==> config.mk <==
export PLATFORM = sky130hd
export DESIGN_NAME = root_output_unit_mc
export DESIGN_NICKNAME = d
export VERILOG_FILES = /design/src/rtl/root_output_unit_mc.sv
export SDC_FILE = /design/constraint.sdc
export NUM_CORES = 1
export LEC_CHECK = 0
export CAP_MARGIN = 0
export CORE_MARGIN = 4
export CORE_UTILIZATION = 56
export CTS_CLUSTER_SIZE = 25
export DETAILED_ROUTE_END_ITERATION = 6
export PLACE_DENSITY = 0.88
export SLEW_MARGIN = 0
export SYNTH_ARGS = -nofsm -noshare
export SYNTH_HDL_FRONTEND = slang
export SYNTH_SLANG_ARGS = --single-unit
==> constraint.sdc <==
create_clock -name clk -period 16 [get_ports clk]
set_input_delay 2.4 -clock clk [delete_from_list [all_inputs] [get_ports clk]]
set_output_delay 2.4 -clock clk [all_outputs]
set_load 0.05 [all_outputs]
==> src/rtl/root_output_unit_mc.sv <==
// Root-node output unit: round-robin arbitration of NUM_SRC controllers onto the router LOCAL port,
// read-response buffering to the primary read port, and serialised upstream credit return.
// Latency: grant->out_data 1 cycle; read flit->read_data_vld 3 cycles min; credit event->upstream pulse 1 cycle.
module root_output_unit_mc #(
  parameter int NUM_SRC        = 2,
  parameter int FLIT_WIDTH     = 36,
  parameter int INFO_WIDTH     = 4,
  parameter int ADDR_WIDTH     = 16,
  parameter int DATA_WIDTH     = 16,
  parameter int READ_ADDR_BITS = 12,
  parameter int CREDIT_DEPTH   = 8,
  parameter logic [INFO_WIDTH-1:0] READ_INFO = INFO_WIDTH'(2),
  localparam int RW = READ_ADDR_BITS + DATA_WIDTH,
  localparam int CW = $clog2(CREDIT_DEPTH + 1),
  localparam int PW = $clog2(2 * CREDIT_DEPTH + 1)
) (
  input  logic                          clk,
  input  logic                          rst,
  input  logic [NUM_SRC-1:0]            src_req,
  input  logic [NUM_SRC*FLIT_WIDTH-1:0] src_data,
  output logic [NUM_SRC-1:0]            src_gnt,
  output logic                          router_rdy,
  output logic [CW-1:0]                 credit_count,
  input  logic                          downstream_credit,
  output logic                          out_data_valid,
  output logic [FLIT_WIDTH-1:0]         out_data,
  input  logic                          in_data_valid,
  input  logic [FLIT_WIDTH-1:0]         in_data,
  output logic                          upstream_credit,
  input  logic                          read_data_rdy,
  output logic                          read_data_vld,
  output logic [RW-1:0]                 read_data,
  output logic                          err_overflow
);

  localparam int PTRW = (NUM_SRC > 1) ? $clog2(NUM_SRC) : 1;
  localparam int AW   = (CREDIT_DEPTH > 1) ? $clog2(CREDIT_DEPTH) : 1;

  logic [FLIT_WIDTH-1:0] src_flit [NUM_SRC];
  for (genvar i = 0; i < NUM_SRC; i++) begin : g_unpack
    assign src_flit[i] = src_data[i*FLIT_WIDTH +: FLIT_WIDTH];
  end

  // Only the kept address LSBs and the data field reach the read payload.
  logic unused_in_bits;
  assign unused_in_bits = ^in_data;

  logic [PTRW-1:0]       ptr_q, ptr_d;
  logic [CW-1:0]         credit_q, credit_d;
  logic                  out_vld_q, out_vld_d;
  logic [FLIT_WIDTH-1:0] out_dat_q, out_dat_d;
  logic                  err_q, err_d;
  logic                  wr_vld_q, wr_vld_d;
  logic [RW-1:0]         wr_dat_q, wr_dat_d;
  logic [RW-1:0]         mem_q [CREDIT_DEPTH];
  logic [RW-1:0]         mem_d [CREDIT_DEPTH];
  logic [AW-1:0]         wr_ptr_q, wr_ptr_d, rd_ptr_q, rd_ptr_d;
  logic [CW-1:0]         cnt_q, cnt_d;
  logic                  rd_vld_q, rd_vld_d;
  logic [RW-1:0]         rd_dat_q, rd_dat_d;
  logic [PW-1:0]         pend_q, pend_d;
  logic                  uc_q, uc_d;

  logic                  gnt_any;
  logic [FLIT_WIDTH-1:0] gnt_dat;
  logic [PTRW-1:0]       idx_v;
  int                    idx;
  logic                  in_read, in_nonread, pop, wr_ok;
  logic [PW-1:0]         pend_sum;

  // Round-robin scan starting at ptr; no grant while out of downstream credits.
  always_comb begin
    src_gnt = '0;
    gnt_any = 1'b0;
    gnt_dat = '0;
    ptr_d   = ptr_q;
    idx     = 0;
    idx_v   = '0;
    if (credit_q != '0) begin
      for (int k = 0; k < NUM_SRC; k++) begin
        idx = int'(ptr_q) + k;
        if (idx >= NUM_SRC) idx = idx - NUM_SRC;
        idx_v = PTRW'(idx);
        if (!gnt_any && src_req[idx_v]) begin
          gnt_any        = 1'b1;
          src_gnt[idx_v] = 1'b1;
          gnt_dat        = src_flit[idx_v];
          ptr_d          = (idx == NUM_SRC - 1) ? '0 : PTRW'(idx + 1);
        end
      end
    end
  end

  // Downstream credit counter, output flit register and the sticky error flag.
  always_comb begin
    credit_d  = credit_q;
    err_d     = err_q;
    out_vld_d = gnt_any;
    out_dat_d = gnt_any ? gnt_dat : '0;
    if (gnt_any && !downstream_credit) begin
      credit_d = credit_q - CW'(1);
    end else if (!gnt_any && downstream_credit) begin
      if (credit_q == CW'(CREDIT_DEPTH)) err_d = 1'b1;
      else                               credit_d = credit_q + CW'(1);
    end
    if (wr_vld_q && !wr_ok) err_d = 1'b1;
  end

  // Inbound decode, read FIFO and the hold-semantics read output register.
  always_comb begin
    in_read    = in_data_valid && (in_data[FLIT_WIDTH-1 -: INFO_WIDTH] == READ_INFO);
    in_nonread = in_data_valid && !in_read;
    wr_vld_d   = in_read;
    wr_dat_d   = in_read ? {in_data[DATA_WIDTH +: READ_ADDR_BITS], in_data[DATA_WIDTH-1:0]} : '0;
    wr_ok      = wr_vld_q && (cnt_q != CW'(CREDIT_DEPTH));
    pop        = (cnt_q != '0) && (!rd_vld_q || read_data_rdy);
    mem_d      = mem_q;
    wr_ptr_d   = wr_ptr_q;
    rd_ptr_d   = rd_ptr_q;
    rd_vld_d   = rd_vld_q;
    rd_dat_d   = rd_dat_q;
    if (wr_ok) begin
      mem_d[wr_ptr_q] = wr_dat_q;
      wr_ptr_d = (wr_ptr_q == AW'(CREDIT_DEPTH - 1)) ? '0 : wr_ptr_q + AW'(1);
    end
    if (pop) begin
      rd_vld_d = 1'b1;
      rd_dat_d = mem_q[rd_ptr_q];
      rd_ptr_d = (rd_ptr_q == AW'(CREDIT_DEPTH - 1)) ? '0 : rd_ptr_q + AW'(1);
    end else if (rd_vld_q && read_data_rdy) begin
      rd_vld_d = 1'b0;
      rd_dat_d = '0;
    end
    cnt_d = cnt_q + CW'(wr_ok) - CW'(pop);
  end

  // Credit serialiser: this cycle's events count toward the pulse issued at the next edge.
  always_comb begin
    pend_sum = pend_q + PW'(in_nonread) + PW'(pop);
    uc_d     = (pend_sum != '0);
    pend_d   = pend_sum - PW'(uc_d);
  end

  // State registers.
  always_ff @(posedge clk or posedge rst) begin
    if (rst) begin
      ptr_q     <= '0;
      credit_q  <= CW'(CREDIT_DEPTH);
      out_vld_q <= 1'b0;
      out_dat_q <= '0;
      err_q     <= 1'b0;
      wr_vld_q  <= 1'b0;
      wr_dat_q  <= '0;
      for (int i = 0; i < CREDIT_DEPTH; i++) mem_q[i] <= '0;
      wr_ptr_q  <= '0;
      rd_ptr_q  <= '0;
      cnt_q     <= '0;
      rd_vld_q  <= 1'b0;
      rd_dat_q  <= '0;
      pend_q    <= '0;
      uc_q      <= 1'b0;
    end else begin
      ptr_q     <= ptr_d;
      credit_q  <= credit_d;
      out_vld_q <= out_vld_d;
      out_dat_q <= out_dat_d;
      err_q     <= err_d;
      wr_vld_q  <= wr_vld_d;
      wr_dat_q  <= wr_dat_d;
      mem_q     <= mem_d;
      wr_ptr_q  <= wr_ptr_d;
      rd_ptr_q  <= rd_ptr_d;
      cnt_q     <= cnt_d;
      rd_vld_q  <= rd_vld_d;
      rd_dat_q  <= rd_dat_d;
      pend_q    <= pend_d;
      uc_q      <= uc_d;
    end
  end

  assign credit_count    = credit_q;
  assign router_rdy      = (credit_q != '0);
  assign out_data_valid  = out_vld_q;
  assign out_data        = out_dat_q;
  assign upstream_credit = uc_q;
  assign read_data_vld   = rd_vld_q;
  assign read_data       = rd_dat_q;
  assign err_overflow    = err_q;

endmodule

==> results.json, run 1 <==
{
  "period_needed_ns": 6.45,
  "synth.area.top_cells": "dfrtp_1 (57%), mux2_2 (21%), mux4_2 (4.2%)",
  "first_global_vias": 10200,
  "startpoint_type": "input pin",
  "routed_wl_um": 33900,
  "numCtsBuffers": 35,
  "synth-async-reset-ratio": 1.00,
  "ctsHoldBuffers": 0,
  "ant_nets": 0,
  "ys_seq_area_frac": 0.573,
  "relSlewSlack": 0.184,
  "tritoncts": "built",
  "antenna_found_initial": 0,
  "synth_top_area_share": 0.571,
  "yosysWarnings": 0,
  "path_clk_slew_ns": 0.06,
  "synth_top_cell_by_area": "dfrtp_1",
  "tns_ns": 0,
  "clock_path_buffers": 3,
  "gp_congestion": 0.763,
  "required_ns": 13.60,
  "core_area_um2": 26100,
  "drive_above_1_share": 0.312,
  "min_from": "read_data[11]",
  "irDropWorstVdd_mv": 0.119,
  "synth_edf_count": 0,
  "worstPathArrival_ns": 4.05,
  "finalMaxSlewViolations": 0,
  "ios": 190,
  "grt_max_degree": 102,
  "syn_nets": 1193,
  "swShare": 0.355,
  "reg2reg_depth": 16,
  "hold_ws_ns": 0.478,
  "port_buffers": 185,
  "clk_latency_ns": 0.52,
  "fmax_ghz": 0.155,
  "num_rows": 59,
  "viasPerCell": 5.82,
  "critPathCaptureType": "output port",
  "syn_area_per_cell_um2": 14.1,
  "hold_class": "flip-flop to flip-flop",
  "setup_viol": 0,
  "h-tree-depth": 2,
  "grt_setup_unrepaired": "false",
  "vias": 9271,
  "r2r-start": "cnt_q[2]",
  "drt-initial-drc-count": 550,
  "post-cts-setup-buffers": 0,
  "die_w_um": 171,
  "p_sw_mw": 0.970,
  "root_buffer": "clkbuf_16",
  "ys.flop_type": "dfrtp_1",
  "post_cts_resized": 0,
  "dp_cells": 1530,
  "drc": 0,
  "synth-seq-cells": 341,
  "crit_path_start": "src_req[0]",
  "leakage_nw": 8.71,
  "nets": 1367,
  "worst_clock_skew_ns": 0.0196,
  "period_share": 0.403,
  "p_seq_frac": 0.385,
  "gr-usage-all-layers": 0.235,
  "synthTopCellsByCount": "dfrtp_1 (340), mux2_2 (277), nor2_1 (50), nand2_1 (41), a22oi_1 (36)",
  "cp_max_fo": 4,
  "hold_viol": 0,
  "initial_utilization": 0.570,
  "grt_remaining_overflow": 0,
  "synth.most_common_cell": "dfrtp_1",
  "hpwlAfterDp_um": 20200,
  "worst_pin_slew_ns": 1.22,
  "finalPower_mw": 2.74,
  "syn_inst": 1058,
  "mappedNetlistArea_um2": 14900,
  "clkPwrFrac": 0.301,
  "die_y_um": 171,
  "p_per_area_nw_per_um2": 151,
  "grt_pass1_wl_um": 54400,
  "drt_first_pass_iters": 5,
  "maxCapViolCount": 0,
  "p_int_mw": 1.77,
  "clkSinkCount": 341,
  "worstHoldPathCells": 2,
  "routedWlPerCell_um": 21.3,
  "instances_no_fill": 1593,
  "ys_types": 52,
  "dieArea_um2": 29300,
  "outcome": "finished clean",
  "syn_to_final_growth_pct": 21.6,
  "combinationalPowerShare": 0.313,
  "diodes": 0,
  "path_class": "input pin to output port"
}
## cell usage in the layout (no fill, tap or decap), types with 27 or more instances in the layout
cell             count
dfrtp_1            339
mux2_2             277
clkdlybuf4s50_1    185
nor2_1              50
nand2_1             41
a22oi_1             36
clkbuf_16           36
and2_1              30
mux4_2              28
o31ai_1             28
o22ai_1             27
## cells by family after synthesis
family	after synthesis	share of synthesized area
compound gates	116	0.0549
flops	341	0.573
simple gates	175	0.0626
buf+inv	90	0.0323
xor+xnor	8	0.00470
fa+ha+maj	20	0.0183
mux	308	0.254
## critical path, cell delays in order
cell and delay [ns]:
clkdlybuf4s50_1 0.52, a21boi_2 0.18, and2_1 0.13, clkdlybuf4s50_1 0.81
## sequential cells by signal (all words and copies together) (netlist names)
signal and flops:
wr_dat_q 28, err_overflow 1, out_data_valid 1, mem_q 224, out_data 36, read_data_vld 1, credit_count 4, cnt_q 4
read_data 28, wr_ptr_q 3, upstream_credit 1, wr_vld_q 1, pend_q 5, rd_ptr_q 3, ptr_q 1
## layout make-up
type | count | area [um2]
Sequential cell | 341 | 8540
Multi-Input combinational cell | 627 | 5890
Clock inverter | 14 | 163
Clock buffer | 49 | 1010
Fill cell | 1692 | 8020
Tap cell | 335 | 419
Inverter | 24 | 103
Timing Repair Buffer | 203 | 1990
## stage by stage
stage,area (um2),worst slack [ns],util
6_report,18100,9.55,0.693
2_1_floorplan,14900,4.15,-
4_1_cts,18100,9.55,0.693
3_3_place_gp,16900,9.57,0.648
3_5_place_dp,16900,9.55,0.648
5_1_grt,18100,9.50,0.693
## routing by layer
metal | part of all wire | track usage | up-vias
li1 | - | - | 4156
met1 | 0.39 | 0.292 | 4801
met2 | 0.53 | 0.414 | 246
met3 | 0.055 | 0.0490 | 68
met4 | 0.024 | 0.0758 | 0
met5 | 0 | 0 | -
## final timing paths
kind / end / slack, ns
worst max-delay path: src_gnt[0] / 9.55
worst min-delay path: read_data[11] / 0.48
worst max register to register: pend_q[4] / 12.28
worst min register to register: read_data[11] / 0.48
max in group asynchronous: rd_ptr_q[0] / 11.89
min in group asynchronous: pend_q[1] / 2.40
## power by group through the flow
stage | logic [mW] | clock network (mW) | registers [mW]
floorplan | 0.419 | 0 | 1.23
global placement | 0.838 | 0 | 1.07
finish | 0.857 | 0.825 | 1.05
global route | 0.917 | 0.875 | 1.07
CTS | 0.861 | 0.838 | 1.06
detailed placement | 0.856 | 0 | 1.07
(Power assumes the default switching activity.)
==> run 2, diff against run 1 <==
==> constraint.sdc (replaced) <==
create_clock -name clk -period 6.4 [get_ports clk]
set_input_delay 0.96 -clock clk [delete_from_list [all_inputs] [get_ports clk]]
set_output_delay 0.96 -clock clk [all_outputs]
set_load 0.05 [all_outputs]
==> run 2 against run 1 <==
Sequential power grew 150%. Global-route usage fell by 0.11 points. Critical path depth rose by 1. Die area did not move. Setup slack lost 7.1 ns. Clock power grew to 2.7 times the previous value. Core utilization increased by 0.52 points. Clock skew grew 0.0034 ns. Via count is 0.14% higher. Count of clock-buffer cells in the layout is 1 lower. Sequential share of layout area shrank 0.35 points.
==> results.json, run 2 (same netlist as run 1, synthesis figures left out) <==
{
  "grt_max_degree": 128,
  "viasPerCell": 5.82,
  "reg2reg_slack_ns": 2.69,
  "hold_class": "flip-flop to flip-flop",
  "h-tree-depth": 2,
  "hold_viol": 0,
  "root_buffer": "clkbuf_16",
  "worst_pin_slew_ns": 1.25,
  "period_share": 0.616,
  "core_area_um2": 26100,
  "initial_utilization": 0.570,
  "worstPathArrival_ns": 2.98,
  "irDropWorstVdd_mv": 0.294,
  "ant_nets": 0,
  "diodes": 0,
  "gr-usage-all-layers": 0.234,
  "tritoncts": "built",
  "grt_remaining_overflow": 0,
  "path_clk_slew_ns": 0.06,
  "ios": 190,
  "period_needed_ns": 3.94,
  "regMostFlops": "mem_q",
  "setup_viol": 0,
  "antenna_found_initial": 0,
  "die_y_um": 171,
  "drive_above_1_share": 0.315,
  "routedWlPerCell_um": 21.0,
  "p_per_area_nw_per_um2": 384,
  "post-cts-setup-buffers": 0,
  "ctsHoldBuffers": 0,
  "endpoint": "src_gnt[0]",
  "fmax_ghz": 0.254,
  "relSlewSlack": 0.164,
  "finalMaxSlewViolations": 0,
  "clock_path_buffers": 3,
  "hpwlAfterDp_um": 19900,
  "maxCapViolCount": 0,
  "startpoint_type": "input pin",
  "clk_latency_ns": 0.53,
  "drt_first_pass_iters": 4,
  "leakage_nw": 8.76,
  "critPathCaptureType": "output port",
  "dieArea_um2": 29300,
  "post_cts_resized": 0,
  "required_ns": 5.44,
  "reg2reg_depth": 17,
  "final_cell_mix": "dfrtp_1 (339), mux2_2 (277), clkdlybuf4s50_1 (185), nor2_1 (50), nand2_1 (41)",
  "worst_clock_skew_ns": 0.0230,
  "syn_to_final_growth_pct": 22.5,
  "tns_ns": 0,
  "crit_path_start": "src_req[0]",
  "num-fill-cells": 1707,
  "grt_pass1_wl_um": 53900,
  "first_global_vias": 10200,
  "vias": 9284,
  "drt-initial-drc-count": 541,
  "numCtsBuffers": 35,
  "largest_reg_flops": 224,
  "cp_max_fo": 37,
  "r2r-start": "cnt_q[2]",
  "num_rows": 59,
  "nets": 1368,
  "r2r-end": "pend_q[4]",
  "gp_congestion": 0.780,
  "hold_ws_ns": 0.474,
  "outcome": "finished clean",
  "die_w_um": 171,
  "final_common_cell": "dfrtp_1",
  "routed_wl_um": 33500,
  "port_buffers": 185,
  "drc": 0,
  "grt_setup_unrepaired": "false",
  "clkSinkCount": 341,
  "path_class": "input pin to output port"
}
run 2: metal layers:
layer	GRT usage	vias to the layer above	share of wire
li1	-	4167	-
met1	0.291	4801	0.40
met2	0.410	242	0.51
met3	0.0474	74	0.052
met4	0.0796	0	0.030
met5	0	-	0
run 2: worst min-delay path by stage:
stage,depth (start not counted),startpoint,to
finish,2,read_data[22],read_data[22]
detailed placement,2,read_data[22],read_data[22]
global placement,2,read_data[2],read_data[2]
global route,1,err_overflow,err_overflow
CTS,2,read_data[22],read_data[22]
floorplan,1,mem_q[92],mem_q[92]
run 2: final cells by class:
| class | count | area [um2] | area share |
|---|---|---|---|
| Inverter | 24 | 98.8 | 0.00542 |
| Clock buffer | 48 | 1010 | 0.0556 |
| Clock inverter | 15 | 265 | 0.0145 |
| Timing Repair Buffer | 204 | 2020 | 0.111 |
| Multi-Input combinational cell | 627 | 5890 | 0.323 |
| Sequential cell | 341 | 8540 | 0.468 |
| Tap cell | 335 | 419 | 0.0230 |
run 2: power by group:
group / internal, mW / switching (mW)
clock network: 1.37 / 0.852
logic: 0.811 / 1.36
registers: 2.38 / 0.230
total: 4.56 / 2.44
run 2: per-stage QoR:
stage	std cells	setup slack, ns	instance area, um2	util	total power, mW
floorplan	1058	0.880	14900	-	4.12
global placement	1531	2.19	17000	0.649	4.76
detailed placement	1531	2.13	17000	0.649	4.82
CTS	1594	2.45	18200	0.698	7.06
global route	1594	2.37	18200	0.698	7.31
finish	1594	2.46	18200	0.698	7.00
run 2: critical path: stages:
cell and delay [ns]:
clkdlybuf4s50_1 0.51, a21boi_2 0.18, buf_4 0.36, and2_1 0.18, clkdlybuf4s50_1 0.79
